<file path="config.mk">
export PLATFORM = sky130hd
export DESIGN_NAME = ex_muldiv
export DESIGN_NICKNAME = d
export VERILOG_FILES = /design/src/rtl/ex_muldiv.sv
export SDC_FILE = /design/constraint.sdc
export NUM_CORES = 2
export LEC_CHECK = 0
export CORE_ASPECT_RATIO = 1.5
export CORE_MARGIN = 2
export CORE_UTILIZATION = 56
export DETAILED_ROUTE_END_ITERATION = 10
export PLACE_DENSITY = 0.76
export SLEW_MARGIN = 20
export SYNTH_ARGS = -nofsm -noshare
export SYNTH_HDL_FRONTEND = slang
export SYNTH_SLANG_ARGS = --single-unit
export TNS_END_PERCENT = 100
</file>
<file path="constraint.sdc">
create_clock -name clk -period 7.9 [get_ports clk]
set_input_delay 1.58 -clock clk [delete_from_list [all_inputs] [get_ports clk]]
set_output_delay 1.58 -clock clk [all_outputs]
set_load 0.01 [all_outputs]
</file>
<file path="src/rtl/ex_muldiv.sv">
// RV32M multiply/divide unit: fixed-latency MUL/MULH/MULHSU/MULHU and
// restoring radix-2 DIV/DIVU/REM/REMU, with pipeline hold and flush support.
module ex_muldiv #(
    parameter  int unsigned XLEN    = 32,
    parameter  int unsigned MUL_LAT = 2,
    localparam int unsigned CNT_W   = $clog2(XLEN + 2)
) (
    input  logic            clk,
    input  logic            rst,
    input  logic            start_i,
    input  logic [2:0]      func3_i,
    input  logic [XLEN-1:0] op1_i,
    input  logic [XLEN-1:0] op2_i,
    input  logic [4:0]      rd_addr_i,
    input  logic            kill_i,
    output logic            busy_o,
    output logic            hold_flag_o,
    output logic            done_o,
    output logic            rd_wr_en_o,
    output logic [4:0]      rd_addr_o,
    output logic [XLEN-1:0] result_o
);

    typedef enum logic [2:0] {S_IDLE, S_MUL, S_DIV, S_FIX, S_DONE} state_t;

    state_t          state_q;
    logic [CNT_W-1:0] cnt_q;
    logic [1:0]      func3_q;
    logic [XLEN-1:0] op1_q, op2_q;
    logic [XLEN-1:0] rem_q, quo_q, dvs_q;
    logic [4:0]      rd_q, rd_addr_q;
    logic [XLEN-1:0] result_q;
    logic            done_q;

    // Operand preparation at start: absolute values for signed divides.
    logic            op1_neg_i, op2_neg_i;
    logic [XLEN-1:0] op1_abs_i, op2_abs_i;

    always_comb begin
        op1_neg_i = !func3_i[0] && op1_i[XLEN-1];
        op2_neg_i = !func3_i[0] && op2_i[XLEN-1];
        op1_abs_i = op1_neg_i ? -op1_i : op1_i;
        op2_abs_i = op2_neg_i ? -op2_i : op2_i;
    end

    // Full product computed modulo 2^(2*XLEN) on sign/zero-extended operands.
    logic              op1_sx, op2_sx;
    logic [2*XLEN-1:0] mul_a, mul_b, mul_p;
    logic [XLEN-1:0]   mul_res;

    always_comb begin
        op1_sx  = (func3_q == 2'b01 || func3_q == 2'b10) && op1_q[XLEN-1];
        op2_sx  = (func3_q == 2'b01) && op2_q[XLEN-1];
        mul_a   = {{XLEN{op1_sx}}, op1_q};
        mul_b   = {{XLEN{op2_sx}}, op2_q};
        mul_p   = mul_a * mul_b;
        mul_res = (func3_q == 2'b00) ? mul_p[XLEN-1:0] : mul_p[2*XLEN-1:XLEN];
    end

    // One restoring step: the trial difference always fits XLEN bits when taken.
    logic [XLEN:0]   div_shift;
    logic            div_ge;
    logic [XLEN-1:0] div_diff, rem_d, quo_d;

    always_comb begin
        div_shift = {rem_q, quo_q[XLEN-1]};
        div_ge    = div_shift >= {1'b0, dvs_q};
        div_diff  = div_shift[XLEN-1:0] - dvs_q;
        rem_d     = div_ge ? div_diff : div_shift[XLEN-1:0];
        quo_d     = {quo_q[XLEN-2:0], div_ge};
    end

    logic            fix_signed, fix_ovf;
    logic [XLEN-1:0] fix_q, fix_r, fix_res;

    always_comb begin
        fix_signed = !func3_q[0];
        fix_ovf    = fix_signed && (op1_q == {1'b1, {(XLEN-1){1'b0}}}) && (op2_q == '1);
        fix_q      = (fix_signed && (op1_q[XLEN-1] ^ op2_q[XLEN-1])) ? -quo_q : quo_q;
        fix_r      = (fix_signed && op1_q[XLEN-1]) ? -rem_q : rem_q;
        if (op2_q == '0) begin
            fix_q = '1;
            fix_r = op1_q;
        end else if (fix_ovf) begin
            fix_q = op1_q;
            fix_r = '0;
        end
        fix_res = func3_q[1] ? fix_r : fix_q;
    end

    always_ff @(posedge clk or posedge rst) begin
        if (rst) begin
            state_q   <= S_IDLE;
            cnt_q     <= '0;
            func3_q   <= '0;
            op1_q     <= '0;
            op2_q     <= '0;
            rem_q     <= '0;
            quo_q     <= '0;
            dvs_q     <= '0;
            rd_q      <= '0;
            rd_addr_q <= '0;
            result_q  <= '0;
            done_q    <= 1'b0;
        end else begin
            done_q <= 1'b0;
            case (state_q)
                S_IDLE: begin
                    if (start_i && !kill_i) begin
                        func3_q <= func3_i[1:0];
                        op1_q   <= op1_i;
                        op2_q   <= op2_i;
                        rd_q    <= rd_addr_i;
                        rem_q   <= '0;
                        quo_q   <= op1_abs_i;
                        dvs_q   <= op2_abs_i;
                        if (func3_i[2]) begin
                            state_q <= S_DIV;
                            cnt_q   <= CNT_W'(XLEN - 1);
                        end else begin
                            state_q <= S_MUL;
                            cnt_q   <= CNT_W'(MUL_LAT - 1);
                        end
                    end
                end
                S_MUL: begin
                    if (kill_i) begin
                        state_q <= S_IDLE;
                    end else if (cnt_q == '0) begin
                        result_q  <= mul_res;
                        rd_addr_q <= rd_q;
                        done_q    <= 1'b1;
                        state_q   <= S_DONE;
                    end else begin
                        cnt_q <= cnt_q - 1'b1;
                    end
                end
                S_DIV: begin
                    if (kill_i) begin
                        state_q <= S_IDLE;
                    end else begin
                        rem_q <= rem_d;
                        quo_q <= quo_d;
                        if (cnt_q == '0) state_q <= S_FIX;
                        else             cnt_q   <= cnt_q - 1'b1;
                    end
                end
                S_FIX: begin
                    if (kill_i) begin
                        state_q <= S_IDLE;
                    end else begin
                        result_q  <= fix_res;
                        rd_addr_q <= rd_q;
                        done_q    <= 1'b1;
                        state_q   <= S_DONE;
                    end
                end
                default: state_q <= S_IDLE;
            endcase
        end
    end

    assign busy_o      = (state_q != S_IDLE);
    assign hold_flag_o = ((state_q == S_IDLE) && start_i) || (state_q == S_MUL) ||
                         (state_q == S_DIV) || (state_q == S_FIX);
    assign done_o      = done_q;
    assign rd_wr_en_o  = done_q;
    assign rd_addr_o   = rd_addr_q;
    assign result_o    = result_q;

endmodule

</file>
======== Word level (Yosys, flattened, before mapping) ========
Index checks and enable logic that the tools add are counted.
storage, ports and cells
  register bits after elaboration ......... 214
  input port bits ......................... 76
  output and inout port bits .............. 41
  word-level logic and storage cells ...... 110
cells by class
  add/subtract/negate cells ............... 6
  $mul .................................... 1
  magnitude comparators ................... 1
  equality and inequality tests ........... 16
  mux-type cells .......................... 42
  bitwise operators ....................... 1
  reduce and logical (&&, ||, !) cells .... 31
operator list
  kind                  number
  $mux 32               18
  $pmux 32 s2           3
  $neg 32->32           4
  $eq 32x32->1 const B  2
  $mul 33x33->64        1
  $ge 33x32->1          1
  $logic_not 32->1      1
  $sub 32x32->32        1
  $mux 5                4
  $mux 3                6
  $mux 6                3
  $ne 2x2->1 const B    7
  $pmux 3 s4            1
  $pmux 6 s2            1
  $logic_and 1x1->1     10
  $pmux 5 s2            1
  $reduce_and 4->1      2
  $eq 3x2->1 const B    2
  $logic_not 6->1       1
  $ne 3x3->1 const B    2
  $reduce_and 3->1      2
  $reduce_bool 2->1     3
  $sub 6x1->6 const B   1
  $logic_or 1x1->1      4
  other kinds (13)      17

======== Depth between registers and ports, before layout ========
  depth after elaboration ................. 8
  depth in mapped cells ................... 33
  gate-level depth less buffers ........... 30

======== Least setup slack after synthesis ========
OpenSTA, ideal clock, no wires.
  kind .................................... reg2reg
  start ................................... reg func3_q[1]
  end ..................................... reg result_q[31], in the netlist result_o[31]
  library setup time ...................... 0.064 ns
  arrival ................................. 8.588 ns
  data required time ...................... 7.836 ns
  path slack .............................. -0.752 ns
  stages on the path, launching flop included .. 31
  path buffers ............................ 3
  period minus slack after synthesis ...... 8.652 ns
  cells stage by stage .................... dfrtp_1 -> clkbuf_1 -> inv_1 -> ha_1 -> and2_0 -> clkbuf_1 -> nand2_1 -> inv_1 -> fa_1 -> inv_1 -> fa_1 -> inv_1 -> fa_1 -> inv_1 -> fa_1 -> fa_1 -> fa_1 -> fa_1 -> fa_1 -> inv_1 -> ha_1 -> clkbuf_1 -> a21o_1 -> a21o_1 -> a21oi_1 -> nand3_1 -> a31o_2 -> and4_1 -> mux2_1 -> o221ai_1 -> mux2_2
on the way
  cells in the longest elaborated chain, start to end .. 8
  elaborated cells on any way between the ends .. 13
  classes of those cells .................. mul (1); eq/ne (2); mux (6); reduce/logical (4)
RTL lines
  what                                      line    RTL
  start, declared                           28      logic [1:0] func3_q;
  start signal, assigned                    110     func3_q <= func3_i[1:0];
  $eq 2x1->1 or $eq 2x2->1 (tied branches)  52, 53
  $logic_or 1x1->1                          52      op1_sx = (func3_q == 2'b01 || func3_q == 2'b10) && op1_q[XLEN-1];
  $logic_and 1x1->1                         52
  $mul 33x33->64                            56      mul_p = mul_a * mul_b;
  $mux 32                                   57      mul_res = (func3_q == 2'b00) ? mul_p[XLEN-1:0] : mul_p[2*XLEN-1:XLEN];
  $mux 32                                   129     end else if (cnt_q == '0) begin
  $mux 32                                   127     if (kill_i) begin
  $pmux 32 s2 *                             107     case (state_q)
  end signal, assigned                      130     result_q <= mul_res;
  end signal, assigned                      152     result_q <= fix_res;
  end, declared                             32      logic [XLEN-1:0] result_q;
Mark *: on every way between the ends. The rest lies on a longest branch, timed or not. The select of a mux whose other input is x is not followed.
A chain may end at the register's enable or synchronous reset.

======== Worst setup path in the final report ========
  start ................................... reg func3_q[1]
  end ..................................... reg result_q[22], in the netlist result_o[22]
Same word-level chain as after synthesis.

==> flow_metrics.env <==
export IMPL_status="finished with violations"
export IMPL_violations="setup timing"
export IMPL_path_buf_inv=11
export IMPL_ys_seq_elements=213
export IMPL_dieArea_sq_mm=0.0961
export IMPL_cts_buffer_depth=3
export IMPL_finalSetupViolations=2
export IMPL_r2r_start="func3_q[1]"
export IMPL_regArea_sq_mm=0.00534
export IMPL_crit_fanout=5
export IMPL_dr_pass1_iters=6
export IMPL_finalCriticalPeriod_ns=7.94
export IMPL_avgSynthCellArea_sq_um=8.52
export IMPL_synth_compound_area_share_pct=8.56
export IMPL_cts_sink_count=213
export IMPL_clkTransAtPathRegs_ns=0.06
export IMPL_drc=0
export IMPL_synth_top_area_share_pct=43.0
export IMPL_min_from="dvs_q[15]"
export IMPL_die_y_um=379
export IMPL_die_w_um=254
export IMPL_grt_overflow_total=0
export IMPL_critical_path_class="register to register"
export IMPL_drt_first_iter_violations=3252
export IMPL_coreArea_sq_mm=0.0929
export IMPL_cp_start_kind="register"
export IMPL_synthTopCellsByArea="fa_1 (43%), dfrtp_1 (10%), inv_1 (9.0%)"
export IMPL_drv_slew=0
export IMPL_vias=44300
export IMPL_grt_pass1_wl_mm=268
export IMPL_hold_class="register to register"
export IMPL_drive_gt1_share_pct=10.9
export IMPL_crit_path_frequent_cell="fa_1"
export IMPL_synth_adder_area_share_pct=49.1
export IMPL_crit_family="adder cells"
export IMPL_final_antenna_net_count=0
export IMPL_ios=117
export IMPL_grt_setup_unrepaired="true"
export IMPL_rows=137
export IMPL_max_clock_freq_ghz=0.126
export IMPL_final_common_cell="inv_1"
export IMPL_synthMuxAreaShare_pct=0.329
export IMPL_worstPathRequired_ns=8.33
export IMPL_critPathSlowestCell="fa_2"
export IMPL_async_reset_ff_share_pct=100
export IMPL_place_area_sq_mm=0.0576
export IMPL_gp_congestion=0.984
export IMPL_synth_top_family_by_area="adder cells"
export IMPL_clk_root_buffer_cell="clkbuf_16"
export IMPL_stdcell_area_sq_mm=0.0598
export IMPL_hold_violations=0
export IMPL_syn_num_nets=7603
export IMPL_start_util_pct=56.4
export IMPL_synth_area_sq_mm=0.0524
export IMPL_final_cell_mix="inv_1 (1230), nand2_1 (1208), fa_1 (1112)"
export IMPL_vias_per_cell=5.81
export IMPL_ctsHoldBuffers=0
export IMPL_slew_headroom_pct=31.6
export IMPL_insertion_delay_ns=0.57
export IMPL_drt_wl_total_mm=173
export IMPL_synth_ff_type="dfrtp_1"
export IMPL_nFillCells=7800
export IMPL_wl_per_cell_um=22.7
export IMPL_synth_xor_area_share_pct=3.53
export IMPL_dp_hpwl_mm=141
export IMPL_worst_pin_slew_ns=1.03
export IMPL_ys_types=85
export IMPL_grt_max_degree=93
export IMPL_ys_warn_count=0
export IMPL_antenna_found_initial=5
export IMPL_cts_inserted_buffers=24
export IMPL_crit_start="func3_q[1]"
export IMPL_grt_use_total_pct=37.1
export IMPL_portBuffers=116
export IMPL_drv_cap=0
export IMPL_end_kind="register"
export IMPL_fin_crit_sh_pct=101
export IMPL_synthSimpleGateAreaFrac_pct=16.5
export IMPL_setup_slack_ns=-0.0435
export IMPL_worstPathArrival_ns=8.37
export IMPL_cts_tree="done"
export IMPL_multi_input_area_sq_mm=0.0417
export IMPL_yosysSeqAreaShare_pct=10.2
export IMPL_htreeDepth=1
export IMPL_nNetsFinal=7808
export IMPL_synthToLayoutAreaGrowth_pct=14.0
export IMPL_grt_pass1_vias=47500
export IMPL_yosysTopAreaCell="fa_1"
export IMPL_max_stage_delay_ns=0.58
export IMPL_skew_ns=0.0330
export IMPL_synth_edff_count=0
export IMPL_syn_inst=6148
[routing by layer]
metal	part of all wire [%]	GRT usage (%)	vias to the layer above
met2	50	64.4	2214
met3	7.3	4.98	824
met4	10	27.9	6
met5	0.021	0	-
met1	33	41.5	22400
li1	-	-	18900
[timing repair]
item,in CTS,in global routing
setup buffers,9,31
gates cloned,0,2
pin swaps,37,78
setup endpoints to repair,14,29
resized for setup,63,162
[registers in the layout, indices dropped and copies added (netlist names), 5 cells and up]
signal     count
op1_q         32
op2_q         32
quo_q         32
rem_q         32
result_o      32
dvs_q         31
cnt_q          6
rd_addr_o      5
rd_q           5
[cell usage after synthesis (5+ instances only)]
cell         n
a211oi_1    23
a21o_1      47
a21oi_1    211
a221oi_1     8
a22oi_1      5
a311oi_1     5
a31oi_1     24
a32oi_1     10
a41oi_1      6
and2_1     281
and3_1      31
buf_2       17
clkbuf_1   360
dfrtp_1    213
fa_1      1126
ha_1       253
inv_1     1261
mux2i_1     15
nand2_1   1220
nand2b_1    17
nand3_1     27
nand4_1     28
nor2_1     183
nor2b_1     17
nor3_1      48
nor4_1      31
o211ai_1    16
o21a_1       9
o21ai_0    254
o21ai_1     12
o21bai_1    13
o221ai_1    15
o22ai_1     14
o31ai_1     19
o41ai_1     11
or2_2       13
or3_1       14
or4_1       11
xnor2_1    125
xor2_1      86
[layout make-up]
cell class | count | area share (%)
clock inverters | 11 | 0.289
well taps | 1251 | 2.62
diodes | 1 | 0.00419
repair buffers | 561 | 9.21
multi-input cells | 4291 | 69.8
flip-flops and latches | 213 | 8.94
clock buffers | 32 | 1.12
inverters | 1262 | 7.98
[worst min-delay path, stage by stage (launching register included)]
cell and delay, ns:
dfrtp_1 0.34, nand2_1 0.05, o21ai_0 0.06
[per-stage QoR]
stage	instances	setup TNS, ns	utilization, %	worst slack [ns]	hold WS (ns)
floorplan	6148	0	-	0.0122	0.439
global route	7622	-2.42	64.3	-0.306	0.499
detailed placement	7536	-1.81	62.1	-0.238	0.451
finish	7622	-0.0549	64.3	-0.0435	0.478
global placement	7536	-0.734	62.1	-0.119	0.447
CTS	7588	-0.0439	63.3	-0.0228	0.465
[kinds of logic after synthesis]
logic type	after synthesis
buffers and inverters	1644
flip-flops	213
multiplexers	17
AND/OR/NAND/NOR	1944
AO/OA/AOI/OAI	740
adder cells (fa/ha/maj)	1379
XOR/XNOR	211
[worst paths after layout]
check	endpoint	slack (ns)	depth (start not counted)
hold / removal	dvs_q[15]	0.48	2
min in group asynchronous	dvs_q[16]	1.46	2
setup reg to reg	result_o[22]	-0.04	31
max in group asynchronous	op1_q[23]	4.93	3
hold reg to reg	dvs_q[15]	0.48	2
setup / recovery	result_o[22]	-0.04	31
Power is left out: the tool's default activity adds up to more than one toggle a clock period on the data nets, which glitch-free logic cannot reach.
